**src/rtl/lcd_text_engine.sv**
```systemverilog
// Character-LCD refresh engine: register text buffer, HD44780-style init,
// then endless line-address + character writes with fixed bus timing.
module lcd_text_engine #(
  parameter int LINES = 2,
  parameter int COLS = 16,
  parameter int SETUP_CYC = 2,
  parameter int EN_CYC = 16,
  parameter int CMD_WAIT_CYC = 2000,
  parameter int CLR_WAIT_CYC = 82000,
  parameter int PWR_WAIT_CYC = 750000,
  parameter bit BLON = 1'b1,
  localparam int N = LINES * COLS,
  localparam int AW = (N > 1) ? $clog2(N) : 1
) (
  input  logic          CLOCK_50,
  input  logic          RST_N,
  input  logic          wr_en,
  input  logic [AW-1:0] wr_addr,
  input  logic [7:0]    wr_data,
  output logic          init_done,
  output logic          frame_done,
  output logic          LCD_ON,
  output logic          LCD_BLON,
  output logic          LCD_RW,
  output logic          LCD_EN,
  output logic          LCD_RS,
  inout  wire  [7:0]    LCD_DATA
);

  localparam int T_CMD = SETUP_CYC + EN_CYC + CMD_WAIT_CYC;
  localparam int T_CLR = SETUP_CYC + EN_CYC + CLR_WAIT_CYC;
  localparam int T_MAX = (PWR_WAIT_CYC > T_CLR) ? PWR_WAIT_CYC : T_CLR;
  localparam int CW = $clog2(T_MAX + 1);
  localparam int CLW = (COLS > 1) ? $clog2(COLS) : 1;

  localparam logic [CW-1:0] PWR_LAST = CW'(PWR_WAIT_CYC - 1);
  localparam logic [CW-1:0] EN_ON = CW'(SETUP_CYC);
  localparam logic [CW-1:0] EN_OFF = CW'(SETUP_CYC + EN_CYC);
  localparam logic [CW-1:0] CMD_LAST = CW'(T_CMD - 1);
  localparam logic [CW-1:0] CLR_LAST = CW'(T_CLR - 1);
  localparam logic [CLW-1:0] COL_LAST = CLW'(COLS - 1);
  localparam logic LINE_LAST = 1'(LINES - 1);
  localparam logic EN_AT0 = (SETUP_CYC == 0);
  localparam logic [7:0] FUNC_SET = (LINES == 2) ? 8'h38 : 8'h30;

  typedef enum logic [1:0] {
    PWR_WAIT, INIT, LINE_ADDR, CHAR
  } state_t;

  state_t        state;
  logic [CW-1:0] cnt;
  logic [1:0]    step;
  logic          line;
  logic [CLW-1:0] col;
  logic          en_q;
  logic          rs_q;
  logic [7:0]    data_q;
  logic          init_q;
  logic          fd_q;
  logic [7:0]    chars [N];

  logic [CW-1:0] cnt_n;
  logic [CW-1:0] t_last;
  logic          last;
  logic          final_char;
  logic          next_line;
  logic [AW-1:0] rd_addr;
  logic [7:0]    rd_byte;

  function automatic logic [7:0] init_cmd(input logic [1:0] s);
    case (s)
      2'd0:    init_cmd = FUNC_SET;
      2'd1:    init_cmd = 8'h0C;
      2'd2:    init_cmd = 8'h01;
      default: init_cmd = 8'h06;
    endcase
  endfunction

  always_comb begin
    cnt_n = cnt + CW'(1);
    t_last = (!rs_q && data_q == 8'h01) ? CLR_LAST : CMD_LAST;
    last = (cnt == t_last);
    final_char = (col == COL_LAST) && (line == LINE_LAST);
    next_line = (line == LINE_LAST) ? 1'b0 : 1'b1;
    rd_addr = (state == CHAR)
      ? AW'(int'(line) * COLS + int'(col) + 1)
      : AW'(int'(line) * COLS);
    rd_byte = chars[rd_addr];
  end

  always_ff @(posedge CLOCK_50 or negedge RST_N) begin
    if (!RST_N) begin
      for (int i = 0; i < N; i++) chars[i] <= 8'h20;
    end else if (wr_en && int'(wr_addr) < N) begin
      chars[wr_addr] <= wr_data;
    end
  end

  // The next transaction launches on the edge that ends the current one,
  // so the buffer byte is latched from the pre-write contents.
  always_ff @(posedge CLOCK_50 or negedge RST_N) begin
    if (!RST_N) begin
      state <= PWR_WAIT;
      cnt <= '0;
      step <= '0;
      line <= 1'b0;
      col <= '0;
      en_q <= 1'b0;
      rs_q <= 1'b0;
      data_q <= 8'h00;
      init_q <= 1'b0;
      fd_q <= 1'b0;
    end else begin
      fd_q <= 1'b0;
      if (state == PWR_WAIT) begin
        if (cnt == PWR_LAST) begin
          state <= INIT;
          step <= 2'd0;
          cnt <= '0;
          en_q <= EN_AT0;
          rs_q <= 1'b0;
          data_q <= init_cmd(2'd0);
        end else begin
          cnt <= cnt_n;
        end
      end else if (!last) begin
        cnt <= cnt_n;
        en_q <= (cnt_n >= EN_ON) && (cnt_n < EN_OFF);
        fd_q <= (state == CHAR) && final_char && (cnt_n == t_last);
      end else begin
        cnt <= '0;
        en_q <= EN_AT0;
        case (state)
          INIT: begin
            rs_q <= 1'b0;
            if (step == 2'd3) begin
              init_q <= 1'b1;
              state <= LINE_ADDR;
              line <= 1'b0;
              data_q <= 8'h80;
            end else begin
              step <= step + 2'd1;
              data_q <= init_cmd(step + 2'd1);
            end
          end
          LINE_ADDR: begin
            state <= CHAR;
            col <= '0;
            rs_q <= 1'b1;
            data_q <= rd_byte;
          end
          CHAR: begin
            if (col == COL_LAST) begin
              state <= LINE_ADDR;
              line <= next_line;
              rs_q <= 1'b0;
              data_q <= {1'b1, next_line, 6'd0};
            end else begin
              col <= col + CLW'(1);
              rs_q <= 1'b1;
              data_q <= rd_byte;
            end
          end
          default: state <= PWR_WAIT;
        endcase
      end
    end
  end

  assign init_done = init_q;
  assign frame_done = fd_q;
  assign LCD_ON = 1'b1;
  assign LCD_BLON = BLON;
  assign LCD_RW = 1'b0;
  assign LCD_EN = en_q;
  assign LCD_RS = rs_q;
  assign LCD_DATA = data_q;

endmodule

```
**config.mk**
```make
export PLATFORM = sky130hd
export DESIGN_NAME = lcd_text_engine
export DESIGN_NICKNAME = d
export VERILOG_FILES = /design/src/rtl/lcd_text_engine.sv
export SDC_FILE = /design/constraint.sdc
export NUM_CORES = 1
export LEC_CHECK = 0
export BUFFER_PORTS_ARGS = -buffer_cell sky130_fd_sc_hd__clkbuf_2
export CORE_UTILIZATION = 48
export CTS_CLUSTER_DIAMETER = 30
export DETAILED_ROUTE_END_ITERATION = 7
export SYNTH_ARGS = -nofsm -noshare
export SYNTH_HDL_FRONTEND = slang
export SYNTH_SLANG_ARGS = --single-unit
```
**constraint.sdc**
```tcl
create_clock -name CLOCK_50 -period 4.35 [get_ports CLOCK_50]
set_input_delay 0.2175 -clock CLOCK_50 [delete_from_list [all_inputs] [get_ports CLOCK_50]]
set_output_delay 0.2175 -clock CLOCK_50 [all_outputs]
set_load 0.01 [all_outputs]
```
==> flow_summary.ini, run 1 <==
[status]
status = finished clean

[timing]
period_needed_ns = 3.33
fin_crit_sh_pct = 76.6
rsz0062_at_grt = false
final_hold_viol_count = 0
finClkSkew_ns = 0.0191
finalSetupViolCount = 0
worst_slew_pin_slew_ns = 1.02
drv_slew = 0
fin_setup_tns_ns = 0
fmax_mhz = 300
worst_slew_margin_rel_pct = 31.5

[power_and_ir_drop]
p_sw_share_pct = 24.1
cellLeakagePower_nw = 7.68
clockPowerShare_pct = 54.0
power.density_nw_per_um2 = 560
p_int_mw = 7.48
p_comb_share_pct = 9.7
switching_power_mw = 2.37
p_seq_share_pct = 36.3
vdd_drop_max_v = 0.000379

[logic_synthesis]
synthCells = 1201
netlist_area_um2 = 14700
synth_seq_cells = 297
ys_warn_count = 0
synthArstFlopShare_pct = 100
ys_types = 65
yosys_most_used_dff = dfrtp_1
avgSynthCellArea_um2 = 12.2
ys_seq_area_share_pct = 51.0
synth_edf_count = 0

[floorplan]
die_h_um = 177
dieArea_um2 = 31200
coreArea_um2 = 29900
rows = 63
die_w_um = 177
initial_core_util_pct = 49.1
ioPinCount = 31

[clocking]
clk-insertion-delay-late_ns = 0.57
cts_setup_buffers = 0
cts_tree = done
root_buffer = clkbuf_16
hold_buffers = 9
htreeDepth = 3
path_clk_slew_ns = 0.05
clock_path_buffers = 3
cts_inserted_buffers = 69
clock_sinks = 297
cts-resized-gates = 0

[routing]
vias_per_cell = 6.25
drtIter0Drc = 1243
drt-total-wl_um = 42000
post_drt_wl_per_cell_um = 25.0
drt-pass1-iter-count = 6
ant_nets = 0
vias = 10500
remaining_drc_errors = 0

[global_routing]
overflow = 0
grt_busiest_layer = met1
grtUsageMet1_pct = 41.3
antenna_found_initial = 0
grtUsageMet2_pct = 39.5
grtUsageTotal_pct = 28.0
grt_pass1_wl_um = 65500
grt_pass1_vias = 10600
use_met3_pct = 7.28
grt_start_max_net_pins = 127

[critical_path]
crit_type = flip-flop to flip-flop
r2r-start = col[0]
end_kind = flip-flop
crit_path_max_fanout = 24
crit_arrival_ns = 3.80
cp.required_ns = 4.82
r2r_setup_slack_ns = 1.02
startpoint_type = flip-flop
startpoint = col[0]

[place]
gp_congestion = 0.990
io_buffers = 19
hpwlAfterDp_um = 27300
place_area_um2 = 15100

[worst_hold_path]
worstHoldStart = LCD_DATA[6]
hold_path.class = input pin to flip-flop

[layout]
num_antenna_cells = 0
fin_nets = 1267
drive_gt1_share_pct = 38.5
fin_area_um2 = 17600
syn_to_final_growth_pct = 20.1

[run]
maxCapViolCount = 0
## flip-flops by register name, summed over array words and instances, names as in the netlist
name	count
LCD_EN	1
state	2
LCD_DATA	8
LCD_RS	1
line	1
col	4
cnt	20
init_done	1
frame_done	1
step	2
chars	256
## Yosys cell counts, drive strengths merged, types with 2 or more instances
| cell type | instances | area [µm²] |
|---|---|---|
| a22oi | 2 | 15.0 |
| nor2 | 65 | 244 |
| a22o | 6 | 52.6 |
| a41oi | 2 | 17.5 |
| a211oi | 4 | 30.0 |
| and3b | 3 | 26.3 |
| a21oi | 19 | 95.1 |
| nand3b | 5 | 37.5 |
| or4 | 3 | 22.5 |
| a31oi | 2 | 12.5 |
| ha | 17 | 213 |
| or2 | 2 | 12.5 |
| o31ai | 3 | 22.5 |
| nor2b | 3 | 18.8 |
| o21ai | 30 | 150 |
| and2 | 6 | 37.5 |
| o221ai | 46 | 403 |
| and3 | 8 | 50.1 |
| mux2i | 19 | 190 |
| nor3b | 6 | 45.0 |
| o211ai | 5 | 37.5 |
| o2111ai | 7 | 61.3 |
| a32oi | 3 | 26.3 |
| mux4 | 11 | 248 |
| o22ai | 45 | 282 |
| clkbuf | 49 | 184 |
| o31a | 2 | 17.5 |
| xor2 | 15 | 131 |
| nand4 | 10 | 62.6 |
| nand3 | 34 | 183 |
| nand2 | 47 | 176 |
| conb | 2 | 7.51 |
| nor4 | 6 | 52.6 |
| a221oi | 15 | 131 |
| buf | 43 | 204 |
| inv | 14 | 52.6 |
| nand2b | 5 | 31.3 |
| nor3 | 21 | 105 |
| or3 | 4 | 25.0 |
| a21o | 6 | 45.0 |
| xnor2 | 10 | 87.6 |
| mux2 | 284 | 3200 |
| dfstp | 32 | 841 |
| dfrtp | 265 | 6630 |
| or3b | 2 | 17.5 |
## kinds of logic (layout without fill, tap and decap cells)
| group | after synthesis | count (layout) | share of synthesized area, % |
|---|---|---|---|
| flip-flops | 297 | 297 | 51.0 |
| adder cells (fa/ha/maj) | 17 | 17 | 1.45 |
| XOR/XNOR | 25 | 25 | 1.49 |
| other | 2 | 3 | 0.0512 |
| AND/OR/NAND/NOR | 234 | 234 | 8.09 |
| multiplexers | 314 | 314 | 24.8 |
| AO/OA/AOI/OAI | 206 | 206 | 10.1 |
| buffers and inverters | 106 | 194 | 3.01 |
## routing by layer
layer,up-vias,wire (µm)
met1,5401,19500
met5,-,0
li1,4599,-
met4,0,1080
met3,85,3370
met2,418,18000
## power by group through the flow
stage	registers, mW	clock network, mW	logic (mW)
after floorplan	3.49	0	0.679
after global placement	3.61	0	0.918
after detailed placement	3.60	0	0.937
after CTS	3.56	5.39	0.940
after global routing	3.64	5.54	1.03
final	3.58	5.32	0.956
## critical path, cell delays in order (launching register included)
cell	delay (ns)
dfrtp_2	0.45
ha_1	0.23
nand3_1	0.21
inv_1	0.15
ha_1	0.39
a21o_1	0.48
buf_4	0.37
o221ai_1	0.17
nand3_1	0.16
a21o_1	0.12
o21ai_0	0.22
o211ai_1	0.29
## placed cells by master, fill, tap and decap left out, types with 5 or more instances in the layout
master,synthesis,routed
mux2_2,284,284
dfrtp_1,265,264
clkbuf_16,0,70
nor2_1,65,65
nand2_1,47,47
o221ai_1,46,46
o22ai_1,45,45
nand3_1,33,33
dfstp_2,32,32
o21ai_0,28,28
buf_4,4,24
nor3_1,21,21
mux2i_1,19,19
a21oi_1,19,18
clkbuf_2,0,18
ha_1,17,16
xor2_1,15,15
a221oi_1,15,15
clkbuf_8,0,14
inv_1,13,13
clkbuf_1,49,12
mux4_2,11,11
nand4_1,10,10
xnor2_1,10,10
clkinv_2,0,9
dlygate4sd3_1,0,9
and3_1,8,8
bufinv_16,0,8
o2111ai_1,7,7
and2_1,6,6
nor3b_1,6,6
a22o_1,6,6
a21o_1,6,6
clkinvlp_4,0,6
nor4_1,5,5
nand3b_1,5,5
o211ai_1,5,5
## cell type report
| type | count | area (µm²) |
|---|---|---|
| Inverter | 14 | 52.6 |
| Tap cell | 390 | 488 |
| Clock inverter | 31 | 445 |
| Multi-Input combinational cell | 799 | 6760 |
| Timing Repair Buffer | 53 | 395 |
| Sequential cell | 297 | 7470 |
| Fill cell | 2414 | 12300 |
| Clock buffer | 96 | 1990 |
## metrics by stage
stage          hold WS (ns)  utilization, %  worst slack, ns  cells  total power, mW
3_5_place_dp          0.359            50.5             1.14   1544             4.54
6_report              0.306            58.9             1.02   1680             9.86
5_1_grt               0.348            58.9            0.816   1680             10.2
3_3_place_gp          0.357            50.5             1.25   1544             4.52
2_1_floorplan       -0.0781               -             1.77   1202             4.17
4_1_cts               0.294            58.9             1.16   1680             9.89
## final timing paths
check                              end  cells after the start
setup / recovery           LCD_DATA[2]                     11
hold / removal              frame_done                      4
setup reg to reg           LCD_DATA[2]                     11
hold reg to reg              init_done                      1
max in group asynchronous   chars[181]                      3
min in group asynchronous       cnt[0]                      2
Power figures use the tool's default switching activity.
==> run 2: changes to the inputs <==
PLACE_DENSITY = 0.66   (was unset)
clock period = 2.7 ns   (was 4.35 ns; I/O delays follow)
==> run 2 against run 1 <==
Critical path depth shrank 1. Sequential power grew 60%. Global-route usage grew 0.16 points. Final cell count grew 3.6%. Combinational power grew 60%. Clock power grew 68%. First-iteration DRC count shrank 23%. Count of clock-buffer cells in the layout shrank 2. Die area is the same. Worst hold slack lost 0.24 ns. Sequential share of layout area shrank 1.5 points. Largest cell class unchanged.
==> flow_summary.ini, run 2 (synthesized netlist as in run 1, its figures left out) <==
[status]
status = finished clean

[timing]
finClkSkew_ns = 0.0251
drv_slew = 0
worst_slew_margin_rel_pct = 34.3
final_hold_viol_count = 0
holdWs_ns = 0.0675
period_needed_ns = 2.61
worst_slew_pin_slew_ns = 0.986
fmax_mhz = 383
fin_setup_tns_ns = 0
finalSetupViolCount = 0
rsz0062_at_grt = false
fin_crit_sh_pct = 96.7
layout_setup_ws_ns = 0.0892

[critical_path]
r2r_setup_slack_ns = 0.09
startpoint_type = flip-flop
path_cells = buf_4 -> buf_12 -> nand2b_2 -> buf_4 -> o22ai_1 -> nor2_1 -> nor3_1 -> nor3_1 -> o21ai_0 -> a41oi_1
crit_type = flip-flop to flip-flop
reg2regPathDepth = 10
r2r-start = col[0]
end_kind = flip-flop
crit_arrival_ns = 3.10
r2r-end = LCD_DATA[4]
cpMaxStageDelayCell = dfrtp_2
cp.required_ns = 3.18
slowest_delay_ns = 0.36
cp_num_buf_inv = 3
startpoint = col[0]
crit_family = simple AND/OR/NAND/NOR gates
crit_path_max_fanout = 45

[routing]
ant_nets = 0
drt-pass1-iter-count = 6
vias = 10900
drt-total-wl_um = 42100
post_drt_wl_per_cell_um = 24.2
vias_per_cell = 6.25
drtIter0Drc = 962
remaining_drc_errors = 0

[run]
maxCapViolCount = 0

[global_routing]
grtUsageTotal_pct = 28.1
grt_pass1_wl_um = 66800
grt_pass1_vias = 11200
antenna_found_initial = 0
grt_start_max_net_pins = 65
overflow = 0

[place]
io_buffers = 19
pre_cts_ws_ns = 0.147
hpwlAfterDp_um = 27100
gp_congestion = 0.924

[clocking]
path_clk_slew_ns = 0.05
cts_tree = done
cts_inserted_buffers = 73
root_buffer = clkbuf_16
clock_path_buffers = 3
clk-insertion-delay-late_ns = 0.59
htreeDepth = 3
clock_sinks = 297

[floorplan]
rows = 63
dieArea_um2 = 31200
die_h_um = 177
initial_core_util_pct = 49.1
ioPinCount = 31
die_w_um = 177
coreArea_um2 = 29900

[worst_hold_path]
hold_path.class = input pin to async pin

[layout]
largest_reg_flops = 256
num_antenna_cells = 0
fin_nets = 1323
mostFrequentLayoutCell = mux2_2
syn_to_final_growth_pct = 24.4
drive_gt1_share_pct = 41.7
fin_util_pct = 61.0
max_flop_register = chars
final_cell_mix = 284 x mux2_2, 264 x dfrtp_1, 73 x clkbuf_16, 69 x buf_4, 65 x nor2_1

[power_and_ir_drop]
totalPowerFinal_mw = 16.2
vdd_drop_max_v = 0.000524
cellLeakagePower_nw = 8.04
power.density_nw_per_um2 = 889
==> run 2: cell types whose count changed in the layout (fill, tap and decap cells not counted), sizes merged <==
cell      before  now
clkinvlp       6    9
buf           26   78
clkinv        14   24
inv           17   15
clkbuf       114  112
==> run 2: routing by layer <==
layer,wire length [µm],up-vias,track usage [%]
li1,-,4722,-
met1,18400,5564,39.6
met2,19000,486,42.3
met3,3380,111,6.46
met4,1320,0,10.6
met5,0,-,0
==> run 2: where the power goes <==
group          switching, mW  internal, mW  leakage [nW]
Clock                   2.85          6.10          1.24
Combinational          0.669         0.858          3.13
Sequential             0.449          5.29          3.67
==> run 2: how the worst max path moves through the flow <==
stage,end,slack (ns),cells past startpoint
after detailed placement,LCD_DATA[6],0.15,10
after CTS,LCD_DATA[6],0.12,10
after global placement,LCD_DATA[3],0.16,10
after global routing,state[1],0.008,8
final,LCD_DATA[4],0.09,10
after floorplan,LCD_DATA[0],0.12,11
==> run 2: layout make-up <==
class	instances	area, µm²
Multi-Input combinational cell	799	6770
Clock inverter	42	551
Tap cell	390	488
Sequential cell	297	7470
Inverter	14	52.6
Clock buffer	94	2030
Timing Repair Buffer	105	865
Fill cell	2343	11600
==> run 2: worst register-to-register path: stages, from the launching register on <==
cell and delay (ns):
dfrtp_2 0.36, buf_4 0.13, buf_12 0.28, nand2b_2 0.33
buf_4 0.19, o22ai_1 0.08, nor2_1 0.24, nor3_1 0.08
nor3_1 0.31, o21ai_0 0.27, a41oi_1 0.26
==> run 2: repair_timing <==
action	in CTS	in global routing
hold buffers	9	0
hold endpoints to repair	203	0
setup buffers	0	0
setup endpoints to repair	0	4
resized for setup	0	5
==> run 2: metrics by stage <==
step / cell area (µm²) / instances
finish: 18200 / 1741
global route: 18200 / 1741
CTS: 18200 / 1741
detailed placement: 15500 / 1596
global placement: 15500 / 1596
floorplan: 14700 / 1202
